===== src/rtl/router_dst_rx_if.sv =====
// Router output-port handshake as seen by router_dst_rx: FIFO valid/data from the router,
// pop request back to it. The router drives master, the receiver uses slave.
interface router_dst_rx_if;
  logic       vld_out;
  logic [7:0] data_out;
  logic       read_enb;

  modport master (output vld_out, output data_out, input read_enb);
  modport slave  (input vld_out, input data_out, output read_enb);
endinterface


===== src/rtl/router_dst_rx.sv =====
// Destination-side receiver: pops one router output FIFO, reassembles header/payload/parity
// packets, streams bytes downstream and reports status. Define RX_STATS_EN for packet counters.
module router_dst_rx #(
  parameter int unsigned STALL_LIMIT = 25,
  parameter int unsigned GAP_LIMIT   = 64
) (
  input  logic           clock,
  input  logic           resetn,
  router_dst_rx_if.slave rtr,
  input  logic           sink_ready,
  output logic [7:0]     byte_out,
  output logic           byte_vld,
  output logic [1:0]     pkt_addr,
  output logic [5:0]     pkt_len,
  output logic           pkt_done,
  output logic           pkt_err,
  output logic           pkt_abort,
  output logic           stall_warn
`ifdef RX_STATS_EN
  ,
  output logic [15:0]    pkt_cnt,
  output logic [15:0]    err_cnt,
  output logic [15:0]    abort_cnt
`endif
);

  localparam int SW = $clog2(STALL_LIMIT + 1);
  localparam int GW = $clog2(GAP_LIMIT);
  localparam logic [SW-1:0] STALL_MAX = SW'(STALL_LIMIT);
  localparam logic [GW-1:0] GAP_LAST  = GW'(GAP_LIMIT - 1);

  typedef enum logic [1:0] {S_IDLE, S_PAYLOAD, S_PARITY, S_DONE} state_e;

  state_e        state_q, state_d;
  logic          rd_pend_q;
  logic [6:0]    rd_left_q, rd_left_d;
  logic [5:0]    remaining_q, remaining_d;
  logic [7:0]    acc_q, acc_d;
  logic [7:0]    byte_out_q, byte_out_d;
  logic          byte_vld_q, byte_vld_d;
  logic [1:0]    addr_q, addr_d;
  logic [5:0]    len_q, len_d;
  logic          done_q, done_d;
  logic          err_q, err_d;
  logic          abort_q, abort_d;
  logic [SW-1:0] stall_cnt_q, stall_cnt_d;
  logic [GW-1:0] gap_cnt_q, gap_cnt_d;

  logic [7:0] rx_data;
  logic       gap_tick, abort_cond, want_rd, rd_issue;

  assign rx_data = rtr.data_out;

  // A header read is always captured the next cycle, so only PAYLOAD/PARITY can starve.
  assign gap_tick   = ((state_q == S_PAYLOAD) || (state_q == S_PARITY)) && !rtr.vld_out && !rd_pend_q;
  assign abort_cond = gap_tick && (gap_cnt_q == GAP_LAST);
  assign want_rd    = (state_q == S_IDLE) ? !rd_pend_q : (rd_left_q != 7'd0);
  assign rd_issue   = rtr.vld_out && sink_ready && (state_q != S_DONE) && !abort_cond
                      && want_rd && resetn;
  assign rtr.read_enb = rd_issue;

  // NOTE: every variable gets a default before any branch, so no path leaves it unassigned
  // and no latch is inferred.
  always_comb begin
    state_d     = state_q;
    rd_left_d   = rd_left_q;
    remaining_d = remaining_q;
    acc_d       = acc_q;
    byte_out_d  = byte_out_q;
    byte_vld_d  = 1'b0;
    addr_d      = addr_q;
    len_d       = len_q;
    done_d      = 1'b0;
    err_d       = 1'b0;
    abort_d     = 1'b0;

    if (rd_issue && (state_q != S_IDLE)) rd_left_d = rd_left_q - 7'd1;

    unique case (state_q)
      S_IDLE: if (rd_pend_q) begin
        addr_d      = rx_data[1:0];
        len_d       = rx_data[7:2];
        acc_d       = rx_data;
        remaining_d = rx_data[7:2];
        rd_left_d   = {1'b0, rx_data[7:2]} + 7'd1;  // payload plus parity reads
        byte_out_d  = rx_data;
        byte_vld_d  = 1'b1;
        state_d     = (rx_data[7:2] != 6'd0) ? S_PAYLOAD : S_PARITY;
      end
      S_PAYLOAD: if (rd_pend_q) begin
        byte_out_d  = rx_data;
        byte_vld_d  = 1'b1;
        acc_d       = acc_q ^ rx_data;
        remaining_d = remaining_q - 6'd1;
        if (remaining_q == 6'd1) state_d = S_PARITY;
      end
      S_PARITY: if (rd_pend_q) begin
        done_d  = 1'b1;
        err_d   = (rx_data != acc_q);
        state_d = S_DONE;
      end
      S_DONE: begin
        acc_d   = 8'h00;
        state_d = S_IDLE;
      end
    endcase

    if (abort_cond) begin
      state_d     = S_IDLE;
      done_d      = 1'b1;
      err_d       = 1'b1;
      abort_d     = 1'b1;
      acc_d       = 8'h00;
      remaining_d = 6'd0;
      rd_left_d   = 7'd0;
    end
  end

  always_comb begin
    stall_cnt_d = stall_cnt_q;
    if (rd_issue || !rtr.vld_out) stall_cnt_d = '0;
    else if (stall_cnt_q != STALL_MAX) stall_cnt_d = stall_cnt_q + SW'(1);

    gap_cnt_d = '0;
    if (gap_tick && !abort_cond) gap_cnt_d = gap_cnt_q + GW'(1);
  end

  // NOTE: state registers use non-blocking assignments so every flop samples pre-edge values.
  always_ff @(posedge clock or negedge resetn) begin
    if (!resetn) begin
      state_q     <= S_IDLE;
      rd_pend_q   <= 1'b0;
      rd_left_q   <= 7'd0;
      remaining_q <= 6'd0;
      acc_q       <= 8'h00;
      byte_out_q  <= 8'h00;
      byte_vld_q  <= 1'b0;
      addr_q      <= 2'd0;
      len_q       <= 6'd0;
      done_q      <= 1'b0;
      err_q       <= 1'b0;
      abort_q     <= 1'b0;
      stall_cnt_q <= '0;
      gap_cnt_q   <= '0;
    end else begin
      state_q     <= state_d;
      rd_pend_q   <= rd_issue;
      rd_left_q   <= rd_left_d;
      remaining_q <= remaining_d;
      acc_q       <= acc_d;
      byte_out_q  <= byte_out_d;
      byte_vld_q  <= byte_vld_d;
      addr_q      <= addr_d;
      len_q       <= len_d;
      done_q      <= done_d;
      err_q       <= err_d;
      abort_q     <= abort_d;
      stall_cnt_q <= stall_cnt_d;
      gap_cnt_q   <= gap_cnt_d;
    end
  end

  assign byte_out   = byte_out_q;
  assign byte_vld   = byte_vld_q;
  assign pkt_addr   = addr_q;
  assign pkt_len    = len_q;
  assign pkt_done   = done_q;
  assign pkt_err    = err_q;
  assign pkt_abort  = abort_q;
  assign stall_warn = (stall_cnt_q == STALL_MAX);

`ifdef RX_STATS_EN
  logic [15:0] pkt_cnt_q, err_cnt_q, abort_cnt_q;

  always_ff @(posedge clock or negedge resetn) begin
    if (!resetn) begin
      pkt_cnt_q   <= 16'd0;
      err_cnt_q   <= 16'd0;
      abort_cnt_q <= 16'd0;
    end else begin
      if (done_d && (pkt_cnt_q != 16'hFFFF)) pkt_cnt_q <= pkt_cnt_q + 16'd1;
      if (done_d && err_d && (err_cnt_q != 16'hFFFF)) err_cnt_q <= err_cnt_q + 16'd1;
      if (done_d && abort_d && (abort_cnt_q != 16'hFFFF)) abort_cnt_q <= abort_cnt_q + 16'd1;
    end
  end

  assign pkt_cnt   = pkt_cnt_q;
  assign err_cnt   = err_cnt_q;
  assign abort_cnt = abort_cnt_q;
`endif

endmodule


===== src/flat_wrapper.sv =====
// flat-port wrapper written by rule: the top's interface ports become plain ports
module router_dst_rx_flat 
#(
  parameter int unsigned STALL_LIMIT = 25,
  parameter int unsigned GAP_LIMIT   = 64
)
  (clock, resetn, sink_ready, byte_out, byte_vld, pkt_addr, pkt_len, pkt_done, pkt_err, pkt_abort, stall_warn, rtr_vld_out, rtr_data_out, rtr_read_enb);
  router_dst_rx_if rtr_i ();
  input  logic clock;
  input  logic resetn;
  input  logic sink_ready;
  output logic [7:0] byte_out;
  output logic byte_vld;
  output logic [1:0] pkt_addr;
  output logic [5:0] pkt_len;
  output logic pkt_done;
  output logic pkt_err;
  output logic pkt_abort;
  output logic stall_warn;
  input wire logic [$bits(rtr_i.vld_out)-1:0] rtr_vld_out;
  input wire logic [$bits(rtr_i.data_out)-1:0] rtr_data_out;
  output wire logic [$bits(rtr_i.read_enb)-1:0] rtr_read_enb;
  assign rtr_i.vld_out = rtr_vld_out;
  assign rtr_i.data_out = rtr_data_out;
  assign rtr_read_enb = rtr_i.read_enb;
  router_dst_rx #(.STALL_LIMIT(STALL_LIMIT), .GAP_LIMIT(GAP_LIMIT)) u_core (.clock(clock), .resetn(resetn), .rtr(rtr_i), .sink_ready(sink_ready), .byte_out(byte_out), .byte_vld(byte_vld), .pkt_addr(pkt_addr), .pkt_len(pkt_len), .pkt_done(pkt_done), .pkt_err(pkt_err), .pkt_abort(pkt_abort), .stall_warn(stall_warn));
endmodule

===== config.mk =====
export PLATFORM = sky130hd
export DESIGN_NAME = router_dst_rx_flat
export DESIGN_NICKNAME = d
export VERILOG_FILES = /design/src/rtl/router_dst_rx_if.sv /design/src/rtl/router_dst_rx.sv /design/src/flat_wrapper.sv
export SDC_FILE = /design/constraint.sdc
export NUM_CORES = 1
export LEC_CHECK = 0
export ABC_AREA = 1
export CORE_ASPECT_RATIO = 1.1
export CORE_UTILIZATION = 56
export DETAILED_ROUTE_END_ITERATION = 10
export GPL_TIMING_DRIVEN = 0
export PLACE_DENSITY = 0.89
export SYNTH_ARGS = -nofsm -noshare
export SYNTH_HDL_FRONTEND = slang
export SYNTH_SLANG_ARGS = --single-unit

===== constraint.sdc =====
create_clock -name clock -period 2.1 [get_ports clock]
set_input_delay 0.315 -clock clock [delete_from_list [all_inputs] [get_ports clock]]
set_output_delay 0.315 -clock clock [all_outputs]
set_load 0.01 [all_outputs]

Word level (Yosys, flattened, before mapping):

Index checks and enable logic that the tools add are counted.

* bits in read-only memories: 0
* RAM bits: 0
* output and inout port bits: 22
* register bits: 55
* memories kept: 0
* latch bits: 0
* input port bits: 12

* multiplexer cells: 31
* magnitude comparators: 0
* add/sub/neg operators: 5
* reductions and logical operators: 28
* shift-type cells: 0
* multiply operators: 0
* equality and inequality tests: 13
* divide/modulo/power cells: 0
* bitwise operators: 1

Operators with widths (number)
* 7-bit two-way mux: 4
* 6-bit two-way mux: 4
* 8-bit two-way mux: 3
* 8-bit one-hot mux with 3 select lines: 1
* 2-bit two-way mux: 6
* 6-bit one-hot mux with 2 select lines: 1
* 1-bit logical AND: 10
* 5-bit two-way mux: 2
* 1-bit two-way mux: 9
* 3-bit by 1-bit inequality test with 1-bit output, second input constant: 3
* 8-bit inequality test: 1
* 2-bit one-hot mux with 4 select lines: 1
* 8-bit bitwise XOR: 1
* 6-bit by 1-bit adder with 7-bit output, second input constant: 1
* 7-bit nonzero test: 1
* 7-bit by 1-bit subtractor with 7-bit output, second input constant: 1
* 6-bit by 1-bit adder with 6-bit output, second input constant: 1
* 6-bit by 1-bit equality test with 1-bit output, second input constant: 1
* 6-bit equality test, second input constant: 1
* 3-bit AND reduction: 2
* 6-bit nonzero test: 1
* 6-bit by 1-bit subtractor with 6-bit output, second input constant: 1
* 5-bit by 1-bit adder with 5-bit output, second input constant: 1
* 5-bit equality test, second input constant: 1
* 14 further kinds: 20

Depth between registers and ports, before layout:

Gate-level depths: netlist of run 1.

* depth after elaboration: 14
* gate-level depth with buffers: 12
* gate-level depth less buffers: 12

Worst setup path after synthesis of run 1:

OpenSTA, ideal clock, no wires.

* kind: flip-flop to flip-flop
* start point: reg u_core.state_q[0]
* end point: reg u_core.acc_q[6]
* stages on the path, launching flop included: 13
* period minus slack after synthesis: 1.806 ns
* arrival time: 1.688 ns
* setup slack: 0.294 ns
* path buffers: 1
* path through: dfrtp_1 inv_1 ha_1 nand2_1 nor2_4 nand4_4 nand2_4 nand2_2 nand2_4 nand2_4 buf_6 nand2_2 o21ai_2

* word-level cells in the longest chain between the ends: 7
* elaborated cells on any way between the ends: 14
* those cells by class: eq/ne: 5; mux: 2; reduce/logical: 7

Ends and longest elaborated chain
* start: declaration: RTL line router_dst_rx.sv:34 `state_e state_q, state_d;`
* start signal: assignment: RTL line router_dst_rx.sv:146 `state_q <= state_d;`
* 2-bit by 1-bit equality test with 1-bit output or 2-bit equality test (tied branches): RTL line router_dst_rx.sv:55, router_dst_rx.sv:79
* 1-bit logical OR: RTL line router_dst_rx.sv:55 `assign gap_tick = ((state_q == S_PAYLOAD) || (state_q == S_PARITY)) && !rtr.vld_out && !rd_pend_q;`
* 1-bit logical AND (2 in a row): RTL line router_dst_rx.sv:55
* 1-bit logical AND: RTL line router_dst_rx.sv:56 `assign abort_cond = gap_tick && (gap_cnt_q == GAP_LAST);`
* 3-bit by 1-bit inequality test with 1-bit output (no line) or 4-bit nonzero test (tied branches)
* 3-bit AND reduction (no line)
* end signal: assignment: RTL line router_dst_rx.sv:135 `acc_q <= 8'h00;`
* end signal: assignment: RTL line router_dst_rx.sv:150 `acc_q <= acc_d;`
* end: declaration: RTL line router_dst_rx.sv:38 `logic [7:0] acc_q, acc_d;`

Parallel ways exist; a longest one is shown, timed or not.
A chain may end at the register's enable or synchronous reset.

Worst setup path in the final report of run 1:

* start point: reg u_core.state_q[0]
* end point: reg u_core.acc_q[7]

The elaborated chain is that of the path after synthesis.

==> results of run 1 <==
routing by layer:
layer / wire length, um / share of wire / GRT usage / up-vias
li1: - / - / - / 1299
met1: 3040 / 0.42 / 0.345 / 1290
met2: 3700 / 0.51 / 0.473 / 91
met3: 374 / 0.052 / 0.0442 / 15
met4: 126 / 0.017 / 0.108 / 0
met5: 0 / 0 / 0 / -
worst paths after layout:
check / end / slack, ps / cells past startpoint
setup reg to reg: u_core.acc_q[7]$_DFFE_PN0P_ / 80 / 12
hold / removal: u_core.pkt_addr[0]$_DFFE_PN0P_ / -3 / 2
min in group clock: u_core.gap_cnt_q[0]$_DFF_PN0_ / 480 / 1
setup / recovery: u_core.acc_q[7]$_DFFE_PN0P_ / 80 / 12
hold reg to reg: u_core.gap_cnt_q[0]$_DFF_PN0_ / 480 / 1
max in group asynchronous: u_core.gap_cnt_q[2]$_DFF_PN0_ / 960 / 2
sequential cells by signal (all words and copies together) (netlist names):
name and count:
u_core.acc_q 8, u_core.byte_out 8, u_core.rd_left_q 7, u_core.gap_cnt_q 6, u_core.pkt_len 6, u_core.remaining_q 6
u_core.stall_cnt_q 5, u_core.pkt_addr 2, u_core.state_q 2, u_core.byte_vld 1, u_core.pkt_abort 1, u_core.pkt_done 1
u_core.pkt_err 1, u_core.rd_pend_q 1
repair_timing:
action	4_1_cts	5_1_grt
setup endpoints to repair	11	17
gates resized for setup	4	6
pin swaps	1	1
setup buffers	5	6
hold buffers	1	0
endpoints found under the hold margin	16	0
cells by family after synthesis:
kind of cell / after synthesis / synth area share
AO/OA/AOI/OAI: 69 / 0.133
XOR/XNOR: 16 / 0.0457
adder cells (fa/ha/maj): 14 / 0.0571
buffers and inverters: 45 / 0.0604
flip-flops: 55 / 0.449
AND/OR/NAND/NOR: 172 / 0.255
synth_stat cells (3+ instances only):
cell type,n
a21oi_1,18
clkbuf_1,6
dfrtp_1,55
ha_1,14
inv_1,34
nand2_1,89
nand2_2,7
nand2_4,3
nand3_1,19
nand4_1,6
nor2_1,36
nor2_4,3
o21ai_0,31
o21ai_2,12
o22ai_1,3
or2_2,4
xnor2_1,3
xor2_1,13
layout make-up:
| type | instances | share of cell area |
|---|---|---|
| Buffer | 8 | 0.0129 |
| Clock buffer | 5 | 0.0187 |
| Clock inverter | 3 | 0.00645 |
| Inverter | 36 | 0.0367 |
| Multi-Input combinational cell | 271 | 0.412 |
| Sequential cell | 55 | 0.374 |
| Tap cell | 72 | 0.0245 |
| Timing Repair Buffer | 45 | 0.115 |
metrics by stage:
stage	hold slack [ps]	worst slack (ps)	setup TNS (ps)	instances	power, mW
detailed placement	275	-109	-163	476	4.18
floorplan	19.4	294	0	371	3.41
global placement	453	-2010	-75710	475	4.05
global route	1.28	-0.659	-0.882	495	5.25
CTS	10.5	25.8	0	490	4.83
finish	-3.25	78.5	0	495	4.87
power groups by stage:
stage / Combinational [mW] / Clock, mW / Sequential (mW)
floorplan: 1.62 / 0 / 1.79
global placement: 2.31 / 0 / 1.75
detailed placement: 2.41 / 0 / 1.77
CTS: 2.46 / 0.621 / 1.75
global route: 2.79 / 0.664 / 1.80
finish: 2.50 / 0.614 / 1.75
placed cells by master, fill, tap and decap left out, types with 2 or more instances in the layout:
cell type / synthesis / final
nand2_4: 3 / 3
o21ai_0: 31 / 31
buf_2: 1 / 2
nand2_1: 89 / 88
ha_1: 14 / 14
a21oi_1: 18 / 18
o22ai_1: 3 / 3
buf_4: 0 / 11
inv_2: 2 / 3
buf_6: 2 / 2
clkdlybuf4s50_1: 0 / 29
o21ai_2: 12 / 12
clkbuf_8: 0 / 5
clkbuf_2: 0 / 2
nand4_1: 6 / 6
xor2_1: 13 / 13
dfrtp_1: 55 / 55
nor2_4: 3 / 4
nor2_1: 36 / 35
inv_1: 34 / 33
nand2_2: 7 / 8
nand3_1: 19 / 19
or2_2: 4 / 4
xnor2_1: 3 / 3
clkbuf_1: 6 / 4
nor3_1: 2 / 2
==> flow_summary.yaml, run 1 <==
run_status:
  outcome: "finished, violations left"
  violations: "hold timing"
sta:
  fin_crit_sh: 0.963
  hold_viol_final: 3
  clock_skew_ps: 8.55
  slew_viol_final: 0
  fmax_mhz: 495
  slew_headroom: 0.502
  layout_min_cycle_time_ps: 2020
  setup_viol: 0
  tightest_slew_ps: 745
  hold_slack_ps: -3.25
logic_synthesis:
  yosys-top-cells-area: "dfrtp_1 (45%), nand2_1 (11%), ha_1 (5.7%), o21ai_0 (5.1%), nor2_1 (4.4%)"
  yosysTopAreaCell: "dfrtp_1"
  synth_nets: 397
  syn-cell-area_mm2: 0.00307
  ys_ff_latch: 55
  synth-edff-count: 0
  yosys.cell_types.count: 30
  synth_flop_cell: "dfrtp_1"
  synth-async-reset-ratio: 1.00
  syn_inst: 371
  synth.avg_cell_area_um2: 8.27
  synth_top_area_frac: 0.449
  yosysWarningCount: 0
  synth-seq-area-share: 0.449
clocking:
  cts_buffer_depth: 2
  cts_tree: "done"
  numClockSinks: 55
  htree_levels: 2
  numCtsBuffers: 5
  clk_latency_ps: 320
  path_clk_slew_ps: 110
  cts_root_buf: "clkbuf_8"
power:
  netSwitchingFraction: 0.428
  p_int_mw: 2.78
  leakage_nw: 1.83
  seq_power_share: 0.360
  pwr-share-clk: 0.126
  p_switching_mw: 2.09
  max-vdd-ir-drop_mv: 0.660
  p_per_area_mw_per_mm2: 1320
  combPwrFrac: 0.514
worst_setup_path:
  cp_max_fo: 10
  cp.buffers_inverters: 2
  crit_family: "simple AND/OR/NAND/NOR gates"
  crit_top_cell: "nand2_4"
  critPathRequiredTime_ps: 2310
  crit_slowest_cell: "dfrtp_1"
  cp-start-kind: "register"
  max_stage_delay_ps: 400
  criticalPathCategory: "reg -> reg"
  path_cells: "inv_1 > ha_1 > nand2_1 > nor2_4 > nand4_4 > nand2_4 > nand2_2 > nand2_4 > nand2_4 > buf_6 > nand2_2 > o21ai_2"
  arrival_ps: 2230
  endpoint_kind: "register"
  cp-startpoint: "u_core.state_q[0]$_DFFE_PN0P_"
  rr_startpoint: "u_core.state_q[0]$_DFFE_PN0P_"
finish:
  multi_input_area_mm2: 0.00152
  final_cell_area_mm2: 0.00368
  antennaDiodeCount: 0
  layout-drive-gt1-share: 0.149
  fin_util: 0.717
  nFillCells: 382
  regArea_mm2: 0.00138
  nets: 448
  area_growth_pct: 20.1
die:
  die_y_um: 79.6
  pin_count: 34
  rows: 27
  die_area_mm2: 0.00578
  initial_core_util: 0.597
  die_w_um: 72.6
  coreArea_mm2: 0.00513
global_routing:
  antenna_found_initial: 0
  grt_pass1_wl_mm: 12.2
  grt_pass1_vias: 2614
  globalRoute.totalOverflow: 0
  track_usage: 0.275
  grt_max_degree: 40
drt:
  route.detailed.drc: 0
  antenna_left: 0
  wl_per_cell_um: 14.6
  drt-vias-per-instance: 5.44
  drtPass1Iterations: 4
  wl_mm: 7.24
  drt_iter0_markers: 172
  vias: 2695
place:
  io_buffers: 32
  dpl.hpwl_mm: 5.16
  gp_congestion: 0.899
  post_dp_cell_area_mm2: 0.00349
job:
  maxCapViolCount: 0
min_path:
  hold_class: "in -> async"
Power figures use the tool's default switching activity.
==> run 2: changes to the inputs <==
--- a/config.mk
+++ b/config.mk
@@ -7,10 +7,10 @@
 export LEC_CHECK = 0
 export ABC_AREA = 1
 export CORE_ASPECT_RATIO = 1.1
-export CORE_UTILIZATION = 56
+export CORE_UTILIZATION = 55
 export DETAILED_ROUTE_END_ITERATION = 10
 export GPL_TIMING_DRIVEN = 0
-export PLACE_DENSITY = 0.89
+export PLACE_DENSITY = 0.88
 export SYNTH_ARGS = -nofsm -noshare
 export SYNTH_HDL_FRONTEND = slang
 export SYNTH_SLANG_ARGS = --single-unit
==> run 2 against run 1 <==
- utilization decreased by 2.6 points
- critical path type is now reg -> out
- the run still ends with hold timing left
- die area increased by 1.8%
- routed wire length decreased by 1.4%
==> flow_summary.yaml, run 2 (synthesized netlist as in run 1, its figures left out) <==
clocking:
  clk_latency_ps: 320
  numCtsBuffers: 5
  cts_hold_buffers: 0
  numClockSinks: 55
  path_clk_slew_ps: 100
  htree_levels: 2
  cts_buffer_depth: 2
  cts_tree: "done"
  cts_root_buf: "clkbuf_8"
worst_setup_path:
  criticalPathCategory: "reg -> out"
  cp.buffers_inverters: 2
  endpoint_kind: "output pin"
  crit_family: "buffers and inverters"
  max_stage_delay_ps: 410
  cp-start-kind: "register"
  regToRegSetupSlack_ps: 130
  crit_top_cell: "nor2_4"
  path_cells: "inv_1 > ha_2 > nor2_1 > nand2_1 > nor2_4 > nor2_4 > dlygate4sd2_1"
  arrival_ps: 1720
  crit_slowest_cell: "dfrtp_1"
  critPathRequiredTime_ps: 1780
  cp_max_fo: 3
place:
  io_buffers: 32
  gp_congestion: 0.871
  pre_cts_ws_ps: -192
  dpl.hpwl_mm: 4.94
  dp_cells: 479
  post_dp_cell_area_mm2: 0.00350
die:
  die_area_mm2: 0.00588
  coreArea_mm2: 0.00536
  die_y_um: 80.3
  die_w_um: 73.2
  initial_core_util: 0.572
  rows: 28
  pin_count: 34
sta:
  slew_viol_final: 0
  layout_min_cycle_time_ps: 2030
  hold_slack_ps: -5.07
  setup_viol: 0
  clock_skew_ps: 6.87
  fin_crit_sh: 0.968
  slew_headroom: 0.560
  fin_tns_setup_ps: 0
  tightest_slew_ps: 654
  fmax_mhz: 492
  hold_viol_final: 3
  setup_ws_ps: 66.4
finish:
  area_growth_pct: 20.8
  nets: 445
  layoutNonFillerInstCount: 494
  antennaDiodeCount: 0
  layout_commonest_cell: "nand2_1"
  layout-drive-gt1-share: 0.148
  final_cell_mix: "nand2_1 (87), dfrtp_1 (55), nor2_1 (35)"
  final_cell_area_mm2: 0.00370
run_status:
  violations: "hold timing"
  outcome: "finished, violations left"
global_routing:
  grt_max_degree: 30
  grt_pass1_vias: 2516
  track_usage: 0.259
  grt_pass1_wl_mm: 11.4
  antenna_found_initial: 0
  globalRoute.totalOverflow: 0
job:
  maxCapViolCount: 0
power:
  max-vdd-ir-drop_mv: 0.630
  power.total_mw: 5.03
  p_per_area_mw_per_mm2: 1360
  leakage_nw: 1.82
drt:
  wl_per_cell_um: 14.4
  wl_mm: 7.14
  route.detailed.drc: 0
  drtPass1Iterations: 7
  drt_iter0_markers: 253
  antenna_left: 0
  drt-vias-per-instance: 5.50
  vias: 2719
min_path:
  hold_class: "in -> async"
==> run 2: cell types whose count changed in the layout (fill, tap and decap cells not counted), moves of 2 or more <==
cell,before,now
buf_4,11,9
ha_1,14,12
o21ai_1,0,5
o21ai_0,31,26
==> run 2: metrics by stage <==
step | util | hold WS, ps
floorplan | - | 19.4
global placement | 0.650 | 447
detailed placement | 0.652 | 365
CTS | 0.682 | 13.4
global route | 0.691 | 45.6
finish | 0.691 | -5.07
==> run 2: repair_timing <==
action,4_1_cts,5_1_grt
setup endpoints to repair,7,27
resized for setup,4,13
buffers inserted,6,3
pin swaps,1,1
==> run 2: power by group <==
part           internal (mW)  switching (mW)  total [mW]
Clock                  0.349           0.359       0.708
Combinational           1.12            1.46        2.57
Sequential              1.46           0.288        1.75
==> run 2: final cells by class <==
class,instances,area [um^2]
fillers,401,1660
repair buffers,42,404
inverters,36,138
well taps,75,93.8
plain buffers,8,47.5
multi-input cells,271,1540
flip-flops and latches,55,1380
clock inverters,2,37.5
clock buffers,5,68.8
==> run 2: routing by layer <==
| metal | vias to the layer above | global-route usage | wire length, um |
|---|---|---|---|
| met4 | 0 | 0.133 | 88 |
| met2 | 82 | 0.429 | 3770 |
| li1 | 1300 | - | - |
| met5 | - | 0 | 0 |
| met3 | 12 | 0.0477 | 341 |
| met1 | 1325 | 0.319 | 2930 |
==> run 2: worst paths after layout <==
check | from | endpoint | cells past startpoint
setup / recovery | u_core.state_q[0]$_DFFE_PN0P_ | rtr_read_enb | 7
hold / removal | resetn | u_core.byte_out[6]$_DFFE_PN0P_ | 1
setup reg to reg | u_core.state_q[1]$_DFFE_PN0P_ | u_core.acc_q[7]$_DFFE_PN0P_ | 12
hold reg to reg | u_core.gap_cnt_q[0]$_DFF_PN0_ | u_core.gap_cnt_q[0]$_DFF_PN0_ | 1
max in group asynchronous | resetn | u_core.rd_pend_q$_DFF_PN0_ | 2
min in group clock | u_core.gap_cnt_q[0]$_DFF_PN0_ | u_core.gap_cnt_q[0]$_DFF_PN0_ | 1
